--- config.mk ---
export PLATFORM = sky130hd
export DESIGN_NAME = rst_sequencer
export DESIGN_NICKNAME = d
export VERILOG_FILES = /design/src/rtl/rst_sequencer.sv
export SDC_FILE = /design/constraint.sdc
export NUM_CORES = 1
export LEC_CHECK = 0
export BUFFER_PORTS_ARGS = -buffer_cell sky130_fd_sc_hd__buf_2
export CELL_PAD_IN_SITES_DETAIL_PLACEMENT = 0
export CELL_PAD_IN_SITES_GLOBAL_PLACEMENT = 2
export CORE_UTILIZATION = 25
export CTS_CLUSTER_DIAMETER = 120
export CTS_CLUSTER_SIZE = 16
export DETAILED_ROUTE_END_ITERATION = 8
export GPL_ROUTABILITY_DRIVEN = 0
export PLACE_DENSITY = 0.57
export SLEW_MARGIN = 20
export SYNTH_ARGS = -nofsm -noshare
export SYNTH_HDL_FRONTEND = slang
export SYNTH_SLANG_ARGS = --single-unit
--- constraint.sdc ---
create_clock -name i_aclk -period 4.7 [get_ports i_aclk]
set_input_delay 0.705 -clock i_aclk [delete_from_list [all_inputs] [get_ports i_aclk]]
set_output_delay 0.705 -clock i_aclk [all_outputs]
set_load 0.01 [all_outputs]
--- src/rtl/rst_sequencer.sv ---
// Reset sequencer: synchronizes board reset and PLL lock, then releases the
// peripheral, memory and core reset domains in order with timed gaps.
// A software warm-reset request re-asserts every domain and re-runs the release.
module rst_sequencer #(
  parameter int SYNC_STAGES = 2,
  parameter int HOLD_CYCLES = 16,
  parameter int STAGE_GAP   = 4,
  parameter int SOFT_CYCLES = 8,
  parameter int CNT_W       = 8
) (
  input  logic       i_aclk,
  input  logic       i_rst,
  input  logic       i_pll_locked,
  input  logic       i_soft_rst_req,
  output logic       o_periph_rst_n,
  output logic       o_mem_rst_n,
  output logic       o_core_rst_n,
  output logic       o_rst_done,
  output logic [2:0] o_state
);

  typedef enum logic [2:0] {
    ST_SYNC       = 3'd0,
    ST_WAIT_LOCK  = 3'd1,
    ST_HOLD       = 3'd2,
    ST_REL_PERIPH = 3'd3,
    ST_REL_MEM    = 3'd4,
    ST_REL_CORE   = 3'd5,
    ST_RUN        = 3'd6,
    ST_SOFT       = 3'd7
  } state_t;

  localparam logic [CNT_W-1:0] HOLD_LOAD = CNT_W'(HOLD_CYCLES - 1);
  localparam logic [CNT_W-1:0] GAP_LOAD  = CNT_W'(STAGE_GAP - 1);
  localparam logic [CNT_W-1:0] SOFT_LOAD = CNT_W'(SOFT_CYCLES - 1);

  logic [SYNC_STAGES-1:0] rst_sync;
  logic [SYNC_STAGES-1:0] lock_sync;
  logic                   rst_s;
  logic                   lock_s;
  state_t                 state;
  logic [CNT_W-1:0]       cnt;
  logic                   cnt_zero;
  logic                   in_seq;

  assign rst_s    = rst_sync[SYNC_STAGES-1];
  assign lock_s   = lock_sync[SYNC_STAGES-1];
  assign cnt_zero = (cnt == '0);
  // States from HOLD onward are the ones that lock loss can abort.
  assign in_seq   = (state != ST_SYNC) && (state != ST_WAIT_LOCK);
  assign o_state  = state;

  // Reset-deassert and PLL-lock synchronizer chains, cleared asynchronously.
  always_ff @(posedge i_aclk or negedge i_rst) begin
    if (!i_rst) begin
      rst_sync  <= '0;
      lock_sync <= '0;
    end else begin
      rst_sync  <= {rst_sync[SYNC_STAGES-2:0], 1'b1};
      lock_sync <= {lock_sync[SYNC_STAGES-2:0], i_pll_locked};
    end
  end

  // Sequencing FSM with shared down-counter and registered domain resets.
  always_ff @(posedge i_aclk or negedge i_rst) begin
    if (!i_rst) begin
      state          <= ST_SYNC;
      cnt            <= '0;
      o_periph_rst_n <= 1'b0;
      o_mem_rst_n    <= 1'b0;
      o_core_rst_n   <= 1'b0;
      o_rst_done     <= 1'b0;
    end else if (in_seq && !lock_s) begin
      // Lock loss beats soft requests and counter expiry.
      state          <= ST_WAIT_LOCK;
      cnt            <= '0;
      o_periph_rst_n <= 1'b0;
      o_mem_rst_n    <= 1'b0;
      o_core_rst_n   <= 1'b0;
      o_rst_done     <= 1'b0;
    end else begin
      if (!cnt_zero) begin
        cnt <= cnt - CNT_W'(1);
      end
      case (state)
        ST_SYNC: begin
          if (rst_s) begin
            state <= ST_WAIT_LOCK;
          end
        end
        ST_WAIT_LOCK: begin
          if (lock_s) begin
            state <= ST_HOLD;
            cnt   <= HOLD_LOAD;
          end
        end
        ST_HOLD: begin
          if (cnt_zero) begin
            state          <= ST_REL_PERIPH;
            o_periph_rst_n <= 1'b1;
            cnt            <= GAP_LOAD;
          end
        end
        ST_REL_PERIPH: begin
          if (cnt_zero) begin
            state       <= ST_REL_MEM;
            o_mem_rst_n <= 1'b1;
            cnt         <= GAP_LOAD;
          end
        end
        ST_REL_MEM: begin
          if (cnt_zero) begin
            state        <= ST_REL_CORE;
            o_core_rst_n <= 1'b1;
            o_rst_done   <= 1'b1;
          end
        end
        ST_REL_CORE: begin
          state <= ST_RUN;
        end
        ST_RUN: begin
          if (i_soft_rst_req) begin
            state          <= ST_SOFT;
            cnt            <= SOFT_LOAD;
            o_periph_rst_n <= 1'b0;
            o_mem_rst_n    <= 1'b0;
            o_core_rst_n   <= 1'b0;
            o_rst_done     <= 1'b0;
          end
        end
        ST_SOFT: begin
          if (cnt_zero) begin
            state <= ST_HOLD;
            cnt   <= HOLD_LOAD;
          end
        end
        default: begin
          state <= ST_SYNC;
        end
      endcase
    end
  end

endmodule

Yosys cells after proc, flatten, opt, wreduce, memory -nomap -nowiden
Cells that the tools add are included.
{ "op_classes": {"muxes": 24, "n_reduce_logical": 14, "addsub": 1, "n_eq_ne": 15} }
{ "ops": {"columns": ["operator", "count"], "rows": [
  ["$mux W8", 6],
  ["$pmux W8 S4", 1],
  ["$mux W3", 8],
  ["$pmux W3 S8", 1],
  ["$ne A3 B3 Y1 const B", 7],
  ["$eq A3 B3 Y1 const B", 4],
  ["$reduce_bool A3 Y1", 4],
  ["$reduce_and A3 Y1", 3],
  ["$logic_not A8 Y1", 1],
  ["$sub A8 B1 Y8 const B", 1],
  ["$reduce_and A7 Y1", 1],
  ["$eq A3 B2 Y1 const B", 2],
  ["$pmux W1 S2", 3],
  ["$mux W1", 5],
  ["$eq A3 B1 Y1 const B", 1],
  ["$logic_not A3 Y1", 1],
  ["$ne A3 B1 Y1 const B", 1],
  ["$logic_and A1 B1 Y1", 2],
  ["$reduce_or A2 Y1", 1],
  ["$logic_not A1 Y1", 1]
]} }
{ "word_totals": {"out_inout_bits": 7, "word_cells": 61, "reg_bits": 18} }

Logic depth before layout (Yosys ltp)
{ "depth": {"ltp_word": 5, "depth_mapped": 9, "mapped_depth_nobuf": 8} }

Least setup slack after synthesis
No wires, ideal clock.
{ "synth_path": {"kind": "register to register", "from": "register cnt[4]", "to": "register cnt[0]", "path_slack_ns": 2.926, "stages_incl_launch_ff": 9, "required_ns": 4.623, "arrival_time_ns": 1.696, "path_cell_list": "dfrtp_1 > nor4_2 > and3_1 > buf_6 > inv_4 > ha_1 > a21oi_1 > a31o_2 > a21oi_1"} }
{ "synth_between": {"elab_chain_cells": 5} }
{ "synth_lines": {"columns": ["element", "line_no", "rtl"], "rows": [
  ["from (decl)", "42", "logic [CNT_W-1:0] cnt;"],
  ["from (signal assigned)", "83", "cnt <= cnt - CNT_W'(1);"],
  ["$logic_not A8 Y1 *", "48", "assign cnt_zero = (cnt == '0);"],
  ["$mux W8", "82", "if (!cnt_zero) begin"],
  ["$mux W8 (on tied branches)", null, null],
  ["$pmux W8 S4 *", "85", "case (state)"],
  ["$mux W8 *", "73", "end else if (in_seq && !lock_s) begin"]
]} }
Mark *: on every way between the ends. The rest lies on a longest branch, timed or not.
A chain may end at the register's enable or synchronous reset.

Final worst setup path
Ends and elaborated chain as after synthesis.

==> run summary <==
Worst Tran Pin Value: 587.5 ps
FF-to-FF setup slack: 2680 ps
FF-to-FF End: cnt[0]
CTS-repair resized insts: 0
syn_nets: 111
Mapped Avg Cell Area: 9.456 um^2
# Max-Cap Violations: 0
Area Growth Syn to Fin: 12.98%
Leakage: 0.4870 nW
ys async rst share: 100.0%
setup TNS: 0 ps
number of synthesized flops with an enable pin: 0
drt initial violations: 25
clock sinks: 18
CP Class: flop to flop
worst setup path end: cnt[0]
CP Max Fanout: 7
via count: 746
H-tree Lvls: 1
Hold Path Class: flop to flop
crit start category: flop
Num CTS Buffers: 3
Fillers: 413
Setup Buffers After CTS: 0
largest net degree at the start of global routing: 21
commonest non-fill, non-tap cell in the layout: dfrtp_1
# diodes: 0
Seq/Total Area, Yosys: 45.80%
layout cell share with drive strength beyond 1: 16.22%
DR vias/cell: 4.692
max-slew violation count: 0
Total GRT Usage: 12.30%
Initial Util: 26.46%
antenna violations before repair: 0
IO Count: 11
most frequent cells in the layout: dfrtp_1 (18), nor2_1 (12), buf_2 (10)
status: finished, final reports clean
footprint of the multi-input gates: 481.7 um^2
crit path launch: cnt[4]
Syn. warnings: 0
RR Startpoint: cnt[4]
P per Cell Area: 593.8 nW/um^2
Synth cell types: 41
CP endpoint kind: flop
vias in the first global route: 760
CP Data Arrival Time: 2220 ps
main flop type after synthesis: dfrtp_1
Residual DRC: 0
Overflow after GRT: 0
Rows: 22
DRT antenna net count: 0
Design Area, Final: 1111 um^2
Final min period: 2023 ps
Wirelength per Cell: 13.99 um
wire length of the first global-routing pass: 3836 um
placed cell areas: 1056 um^2
worst skew pair latency: 260 ps
final WL: 2225 um
Worst Path Required: 4890 ps
Root Buffer: clkbuf_8
Syn Inst Count: 104
CTS clk-pin slew, worst paths: 70 ps
Worst Skew: 0.8577 ps
CTS max path bufs: 2
chip width: 64.72 um
Mapped Area: 983.4 um^2
Peak VDD IR: 0.0001459 V
Nets: 119
Die Ht: 64.72 um
Sequential Area: 450.4 um^2
HPWL reported at the end of detailed placement: 1475 um
R2R depth: 7
RSZ-0062 raised after global routing: false
core area: 3716 um^2
PortBufs: 10
crit share post-route: 43.04%
Yosys reg bits: 18
TritonCTS clock tree: yes
Slew HR: 60.83%
setup violators final: 0
hold buffer count at CTS: 0
drt first pass iters: 4
highest clock rate: 494.3 MHz
Die Area: 4189 um^2
Fin. Hold Viols: 0
per-stage QoR:
step	worst slack [ps]	instances	utilization (%)	hold slack, ps	power (W)
6_report	2677	159	29.90	353.0	0.0006598
5_1_grt	2510	159	29.90	363.0	0.0007273
4_1_cts	2659	159	29.90	357.5	0.0006709
3_5_place_dp	2669	155	28.42	339.4	0.0005326
3_3_place_gp	2716	155	28.42	337.0	0.0005389
2_1_floorplan	2927	104	-	331.2	0.0004625
kinds of logic (layout without fill, tap and decap cells):
| logic type | count (synthesis) | count (layout) | synth area share, % |
|---|---|---|---|
| simple gates | 39 | 39 | 20.87 |
| compound gates | 26 | 26 | 17.30 |
| flops | 18 | 18 | 45.80 |
| buf+inv | 10 | 17 | 5.217 |
| xor+xnor | 5 | 5 | 4.454 |
| fa+ha+maj | 3 | 3 | 3.817 |
| mux | 2 | 2 | 2.163 |
| other cells | 1 | 1 | 0.3813 |
metal layers:
metal / vias to the layer above / track usage (%) / wire length [um] / share of wire [%]
met5: - / 0 / 0 / 0
met4: 0 / 6.667 / 51 / 2.3
met3: 5 / 2.641 / 61 / 2.7
met2: 13 / 18.23 / 954 / 43
met1: 345 / 16.49 / 1158 / 52
li1: 383 / - / - / -
synthesized netlist by cell type (2+ instances only):
cell / count / share of area [%]
a21oi_1: 5 / 2.5
a31oi_1: 4 / 2.5
and4b_1: 2 / 2.0
clkbuf_1: 5 / 1.9
dfrtp_1: 18 / 46
ha_1: 3 / 3.8
inv_1: 2 / 0.76
nand2_1: 8 / 3.1
nand3_1: 2 / 1.0
nor2_1: 12 / 4.6
nor2b_1: 2 / 1.3
nor3_1: 4 / 2.0
o21a_1: 3 / 2.3
o21ai_0: 3 / 1.5
o22ai_1: 2 / 1.3
xnor2_1: 2 / 1.8
xor2_1: 3 / 2.7
final cells by class:
type | count | area share (%)
Timing Repair Buffer | 10 | 4.504
Multi-Input combinational cell | 76 | 43.36
Tap cell | 48 | 5.405
Inverter | 3 | 1.239
Sequential cell | 18 | 40.54
Clock buffer | 4 | 4.955
worst min path at each step:
stage                 start           end  cells after the start
2_1_floorplan  lock_sync[0]  lock_sync[1]                      0
3_3_place_gp   lock_sync[0]  lock_sync[1]                      0
3_5_place_dp    rst_sync[0]   rst_sync[1]                      0
4_1_cts         rst_sync[0]   rst_sync[1]                      0
5_1_grt         rst_sync[0]   rst_sync[1]                      0
6_report        rst_sync[0]   rst_sync[1]                      0
where the power goes:
part	switching [W]	internal (W)	total [W]	leakage [nW]
Clock	0.0000588	0.0000747	0.000134	0.0288
Combinational	0.000130	0.000122	0.000252	0.233
Sequential	0.0000750	0.000199	0.000274	0.225
sequential cells by signal, summed over array words and instances, names as in the netlist:
| signal | count |
|---|---|
| o_mem_rst_n | 1 |
| o_periph_rst_n | 1 |
| lock_sync | 2 |
| rst_sync | 2 |
| o_rst_done | 1 |
| o_state | 3 |
| cnt | 8 |
worst max-delay path, cell delays in order, from the launching register on:
cell and delay (ps):
dfrtp_1 410, nor4_2 350, and3_1 430, inv_4 90, ha_1 280, a21oi_1 30, a31o_2 230, a21oi_1 130
Note: power is estimated with default switching activity, not from simulation.
